`src/rtl/ex_operand_stage.sv`:
```
// Execute-stage operand register: captures decoded instructions, resolves
// operand forwarding from EX/MEM/WB and detects load-use hazards.
module ex_operand_stage #(
    parameter int XLEN = 32
) (
    input  logic            clk,
    input  logic            rst_n,
    input  logic            id_valid,
    output logic            id_ready,
    input  logic [4:0]      id_rs1,
    input  logic [4:0]      id_rs2,
    input  logic [4:0]      id_rd,
    input  logic [XLEN-1:0] id_rs1_data,
    input  logic [XLEN-1:0] id_rs2_data,
    input  logic [XLEN-1:0] id_imm,
    input  logic            id_use_imm,
    input  logic            id_reg_write,
    input  logic            id_mem_read,
    input  logic [3:0]      id_alu_op,
    input  logic [XLEN-1:0] ex_fwd_result,
    input  logic [4:0]      mem_rd,
    input  logic            mem_reg_write,
    input  logic [XLEN-1:0] mem_result,
    input  logic [4:0]      wb_rd,
    input  logic            wb_reg_write,
    input  logic [XLEN-1:0] wb_result,
    input  logic            flush,
    input  logic            ex_ready,
    output logic            ex_valid,
    output logic [XLEN-1:0] ex_op1,
    output logic [XLEN-1:0] ex_op2,
    output logic [XLEN-1:0] ex_store_data,
    output logic [3:0]      ex_alu_op,
    output logic [4:0]      ex_rd,
    output logic            ex_reg_write,
    output logic            ex_mem_read,
    output logic [15:0]     stall_count
);

    typedef enum logic {
        EMPTY = 1'b0,
        FULL  = 1'b1
    } state_t;

    state_t          state;
    logic            load_use;
    logic            capture;
    logic [XLEN-1:0] fwd_rs1;
    logic [XLEN-1:0] fwd_rs2;

    assign ex_valid = (state == FULL);

    // A load still in this stage cannot feed its result to the next consumer.
    assign load_use = ex_valid && ex_mem_read && (ex_rd != 5'd0) &&
                      ((ex_rd == id_rs1) || ((ex_rd == id_rs2) && !id_use_imm));

    assign id_ready = (!ex_valid || ex_ready) && !load_use && !flush;
    assign capture  = id_valid && id_ready;

    // x0 is hardwired zero in the register file, so it is never forwarded.
    always_comb begin
        fwd_rs1 = id_rs1_data;
        if (id_rs1 != 5'd0) begin
            if (ex_valid && ex_reg_write && (ex_rd == id_rs1))
                fwd_rs1 = ex_fwd_result;
            else if (mem_reg_write && (mem_rd == id_rs1))
                fwd_rs1 = mem_result;
            else if (wb_reg_write && (wb_rd == id_rs1))
                fwd_rs1 = wb_result;
        end
    end

    always_comb begin
        fwd_rs2 = id_rs2_data;
        if (id_rs2 != 5'd0) begin
            if (ex_valid && ex_reg_write && (ex_rd == id_rs2))
                fwd_rs2 = ex_fwd_result;
            else if (mem_reg_write && (mem_rd == id_rs2))
                fwd_rs2 = mem_result;
            else if (wb_reg_write && (wb_rd == id_rs2))
                fwd_rs2 = wb_result;
        end
    end

    always_ff @(posedge clk or negedge rst_n) begin
        if (!rst_n) begin
            state         <= EMPTY;
            ex_op1        <= '0;
            ex_op2        <= '0;
            ex_store_data <= '0;
            ex_alu_op     <= '0;
            ex_rd         <= '0;
            ex_reg_write  <= 1'b0;
            ex_mem_read   <= 1'b0;
            stall_count   <= '0;
        end else begin
            if (id_valid && load_use && !flush && (stall_count != 16'hFFFF))
                stall_count <= stall_count + 16'd1;

            if (flush) begin
                state        <= EMPTY;
                ex_reg_write <= 1'b0;
                ex_mem_read  <= 1'b0;
            end else if (capture) begin
                state         <= FULL;
                ex_op1        <= fwd_rs1;
                ex_op2        <= id_use_imm ? id_imm : fwd_rs2;
                ex_store_data <= fwd_rs2;
                ex_alu_op     <= id_alu_op;
                ex_rd         <= id_rd;
                ex_reg_write  <= id_reg_write;
                ex_mem_read   <= id_mem_read;
            end else if (ex_valid && ex_ready) begin
                // Drain, or bubble behind a load-use stall.
                state        <= EMPTY;
                ex_reg_write <= 1'b0;
                ex_mem_read  <= 1'b0;
            end
        end
    end

endmodule

```
`config.mk`:
```
export PLATFORM = sky130hd
export DESIGN_NAME = ex_operand_stage
export DESIGN_NICKNAME = d
export VERILOG_FILES = /design/src/rtl/ex_operand_stage.sv
export SDC_FILE = /design/constraint.sdc
export NUM_CORES = 1
export LEC_CHECK = 0
export CORE_MARGIN = 3
export CORE_UTILIZATION = 40
export DETAILED_ROUTE_END_ITERATION = 10
export PLACE_DENSITY = 0.75
export SETUP_SLACK_MARGIN = 0.3
export SYNTH_ARGS = -nofsm -noshare
export SYNTH_HDL_FRONTEND = slang
export SYNTH_SLANG_ARGS = --single-unit
```
`constraint.sdc`:
```
create_clock -name clk -period 2.5 [get_ports clk]
set_input_delay 0.5 -clock clk [delete_from_list [all_inputs] [get_ports clk]]
set_output_delay 0.5 -clock clk [all_outputs]
set_load 0.02 [all_outputs]
```
==> results.md <==
- Critical path class: register to register
- Vias in the first global route: 10200
- RR Startpoint: ex_rd[3]$_DFFE_PN0P_
- Clock Power Share: 0.334
- I/O Pins: ~360
- CTS sink cnt: about 120
- Synth top area cells: dfrtp_1, mux2i_1, a21oi_1
- R2R depth: 10
- Port bufs: between 300 and 400
- Gr usage total: 0.344
- Share of power burned in registers: 0.302
- Post-Place Setup Slack: -0.556 ns
- Share of layout cells above drive strength 1: 0.250
- Register cell area after layout: about 3100 µm²
- Syn Inst Count: 944
- Gpl congestion: about 0.86
- Max IR drop VDD: around 0.42 mV
- Core area: ~20000 µm²
- Seq cells post-synth: between 100 and 150
- Most common library cells after synthesis: dfrtp_1, nand2_1, a21oi_1, nor2_1, mux2i_1
- RSZ-0062 raised after global routing: true
- Critical Path Start Type: register
- Worst reg2reg path endpoint: ex_op2[0]$_DFFE_PN0P_
- Max_cap viols: 0
- Synth warn: 0
- Yosys cell types: 42
- Max-slew headroom: 0.461
- Area Growth Syn to Fin: 85.6%
- DR vias: roughly 10000
- Die area: approximately 22000 µm²
- Layout Utilization: 0.763
- FFs w/ async S/R, synth: 1.00
- Cell Count, Final, Fillers Out: ~1600
- WL/cell: between 20 and 25 µm
- Master of the slowest instance on the critical path: dfrtp_2
- DP Cell Count: 1546
- Number of fill cells: 1320
- Inserted Clock Buffers: 17
- DR vias/cell: between 6 and 7
- Worst hold path class: input port to asynchronous set/reset pin
- CP top delay family: compound AO/OA/AOI/OAI gates
- Gr ovfl total: 0
- Final period demand of the worst path: 2.65 ns
- Maximum fanout along the worst path: 6
- Synth Net Count: roughly 1200
- Cell leakage power: about 6 nW
- Sw Share: 0.325
- Slew Viols, Final: 0
- Synth Area per Inst: between 8 and 9 µm²
- Most common flop cell mapped by yosys: dfrtp_1
- H-tree level count: 4
- CTS root buffer: clkbuf_16
- Slowest stage delay, CP: ~0.45 ns
- Clock Skew: between 0.01 and 0.015 ns
- Wirelength, routed: between 30000 and 40000 µm
- Pin count of the biggest net entering global routing: 65
- Final Hold Vio Count: 0
- F_max: ~380 MHz
- Failing checks: setup timing
- Reg2Reg Setup Slack: -0.15 ns
- Number of synthesized flops with an enable pin: 0
- Logic pwr share: 0.364
- Setup slack after layout: -0.148 ns
- Crit path cell chain: xor2_1 > or3_4 > o22a_1 > buf_4 > buf_6 > buf_6 > o211a_4 > buf_12 > mux2i_1 > a31oi_1
- Area of the multi-input gates: ~5500 µm²
- Cell taking the most area after synthesis: dfrtp_1
- Final cycle utilization of the critical path: 1.06
- Die Y: roughly 150 µm
- Final setup fails: 34
- Reg clk slew, reported paths: roughly 0.060 ns
- Yosys top cell area share: 0.383
- Crit path top cell by count: buf_6
- Initial antenna violation count: 3
- Cell Pwr Density: between 500 and 600 nW/µm²
- DR iter-0 viols: 923
- Pint: between 5 and 6 mW
- CP arrival: 2.94 ns
- Net Sw Power: around 2.8 mW
- First-pass GRT wire length: 59300 µm
- Drc violations: 0
- Initial core utilization: 0.411
- Crit path capture type: register
- Worst slew pin tran: approximately 0.8 ns
- Register area share after synthesis: 0.383
- Most common cell in the netlist: dfrtp_1
- Final ANT Viol Nets: 0
- Die width: 148 µm
- Mapped cell area: 8110 µm²
- Skew-Pair Late Insertion Delay: 0.43 ns
- Buf/Inv on CP: 4
- Worst EP required: roughly 2.8 ns
- Power Total: between 8 and 9 mW
- Site Rows: 51
- HPWL Detailed: roughly 25000 µm
- Layout Nets: 1585
- Drt first pass iters: 6
- CTS max path bufs: 2
- CTS tree: built
- Status: complete, but fails checks
-- routing by layer --
layer | up-vias | part of all wire | GRT usage
li1 | 4343 | - | -
met1 | 4882 | 0.37 | 0.417
met2 | 734 | 0.47 | 0.568
met3 | 157 | 0.11 | 0.0984
met4 | 4 | 0.055 | 0.158
met5 | - | 0.00053 | 0
-- logic make-up after synthesis --
kind of cell / Yosys count / synth area share
AO/OA/AOI/OAI: 330 / 0.272
XOR/XNOR: 44 / 0.0475
adder cells (fa/ha/maj): 1 / 0.00154
buffers and inverters: 88 / 0.0472
flip-flops: 124 / 0.383
multiplexers: 66 / 0.0818
AND/OR/NAND/NOR: 291 / 0.168
-- layout make-up --
type	count	area share
multi-input cells	734	0.364
repair buffers	475	0.363
flip-flops and latches	124	0.206
clock buffers	18	0.0292
well taps	265	0.0220
clock inverters	14	0.0145
inverters	1	0.000249
diodes	1	0.000166
-- cells in the final DEF (no fill, tap or decap), drive strengths merged, types with 19 or more instances in the layout --
| master | instances |
|---|---|
| mux2i | 64 |
| a21oi | 97 |
| o221ai | 32 |
| a31oi | 33 |
| nand2b | 33 |
| dfrtp | 124 |
| nor2 | 72 |
| xor2 | 25 |
| clkbuf | 19 |
| o311a | 32 |
| xnor2 | 19 |
| a21o | 32 |
| clkdlybuf4s50 | 350 |
| a221oi | 32 |
| o21ai | 66 |
| and3 | 34 |
| buf | 122 |
| nand2 | 110 |
-- power groups by stage --
stage	registers [mW]	clock network, mW	logic (mW)
detailed placement	2.52	0	2.56
global placement	2.52	0	2.52
CTS	2.52	2.83	2.90
finish	2.56	2.84	3.09
global route	2.60	2.94	3.25
floorplan	2.91	0	0.697
-- repair_timing --
action / in CTS / in global routing
gates resized for setup: 179 / 100
hold buffers: 0 / 0
setup endpoints to repair: 110 / 117
gates cloned: 25 / 1
buffers inserted: 21 / 6
pin swaps: 85 / 31
-- per-stage QoR --
| step | setup TNS [ns] | cell area [µm²] | hold WS [ns] |
|---|---|---|---|
| 2_1_floorplan | 0 | 8110 | 0.204 |
| 4_1_cts | -0.0392 | 14600 | 0.118 |
| 3_3_place_gp | -28.29 | 12500 | 0.461 |
| 6_report | -0.862 | 15000 | 0.0954 |
| 5_1_grt | -3.19 | 15000 | 0.148 |
| 3_5_place_dp | -31.95 | 12500 | 0.466 |
-- registers in the layout (all words and copies together) (netlist names) --
register	flops
ex_rd	5
ex_store_data	32
ex_reg_write	1
stall_count	16
ex_mem_read	1
ex_valid	1
ex_alu_op	4
ex_op1	32
ex_op2	32
-- how the worst max path moves through the flow --
stage | start | to | slack (ns) | cells past startpoint
floorplan | stall_count[0]$_DFFE_PN0P_ | stall_count[1]$_DFFE_PN0P_ | 0.31 | 7
global placement | id_rs2[3] | id_ready | -0.53 | 7
detailed placement | id_rs2[3] | id_ready | -0.56 | 7
CTS | ex_rd[3]$_DFFE_PN0P_ | id_ready | -0.04 | 6
global route | ex_rd[3]$_DFFE_PN0P_ | ex_op2[0]$_DFFE_PN0P_ | -0.18 | 9
finish | ex_rd[3]$_DFFE_PN0P_ | ex_op2[0]$_DFFE_PN0P_ | -0.15 | 10
(Power assumes the default switching activity.)
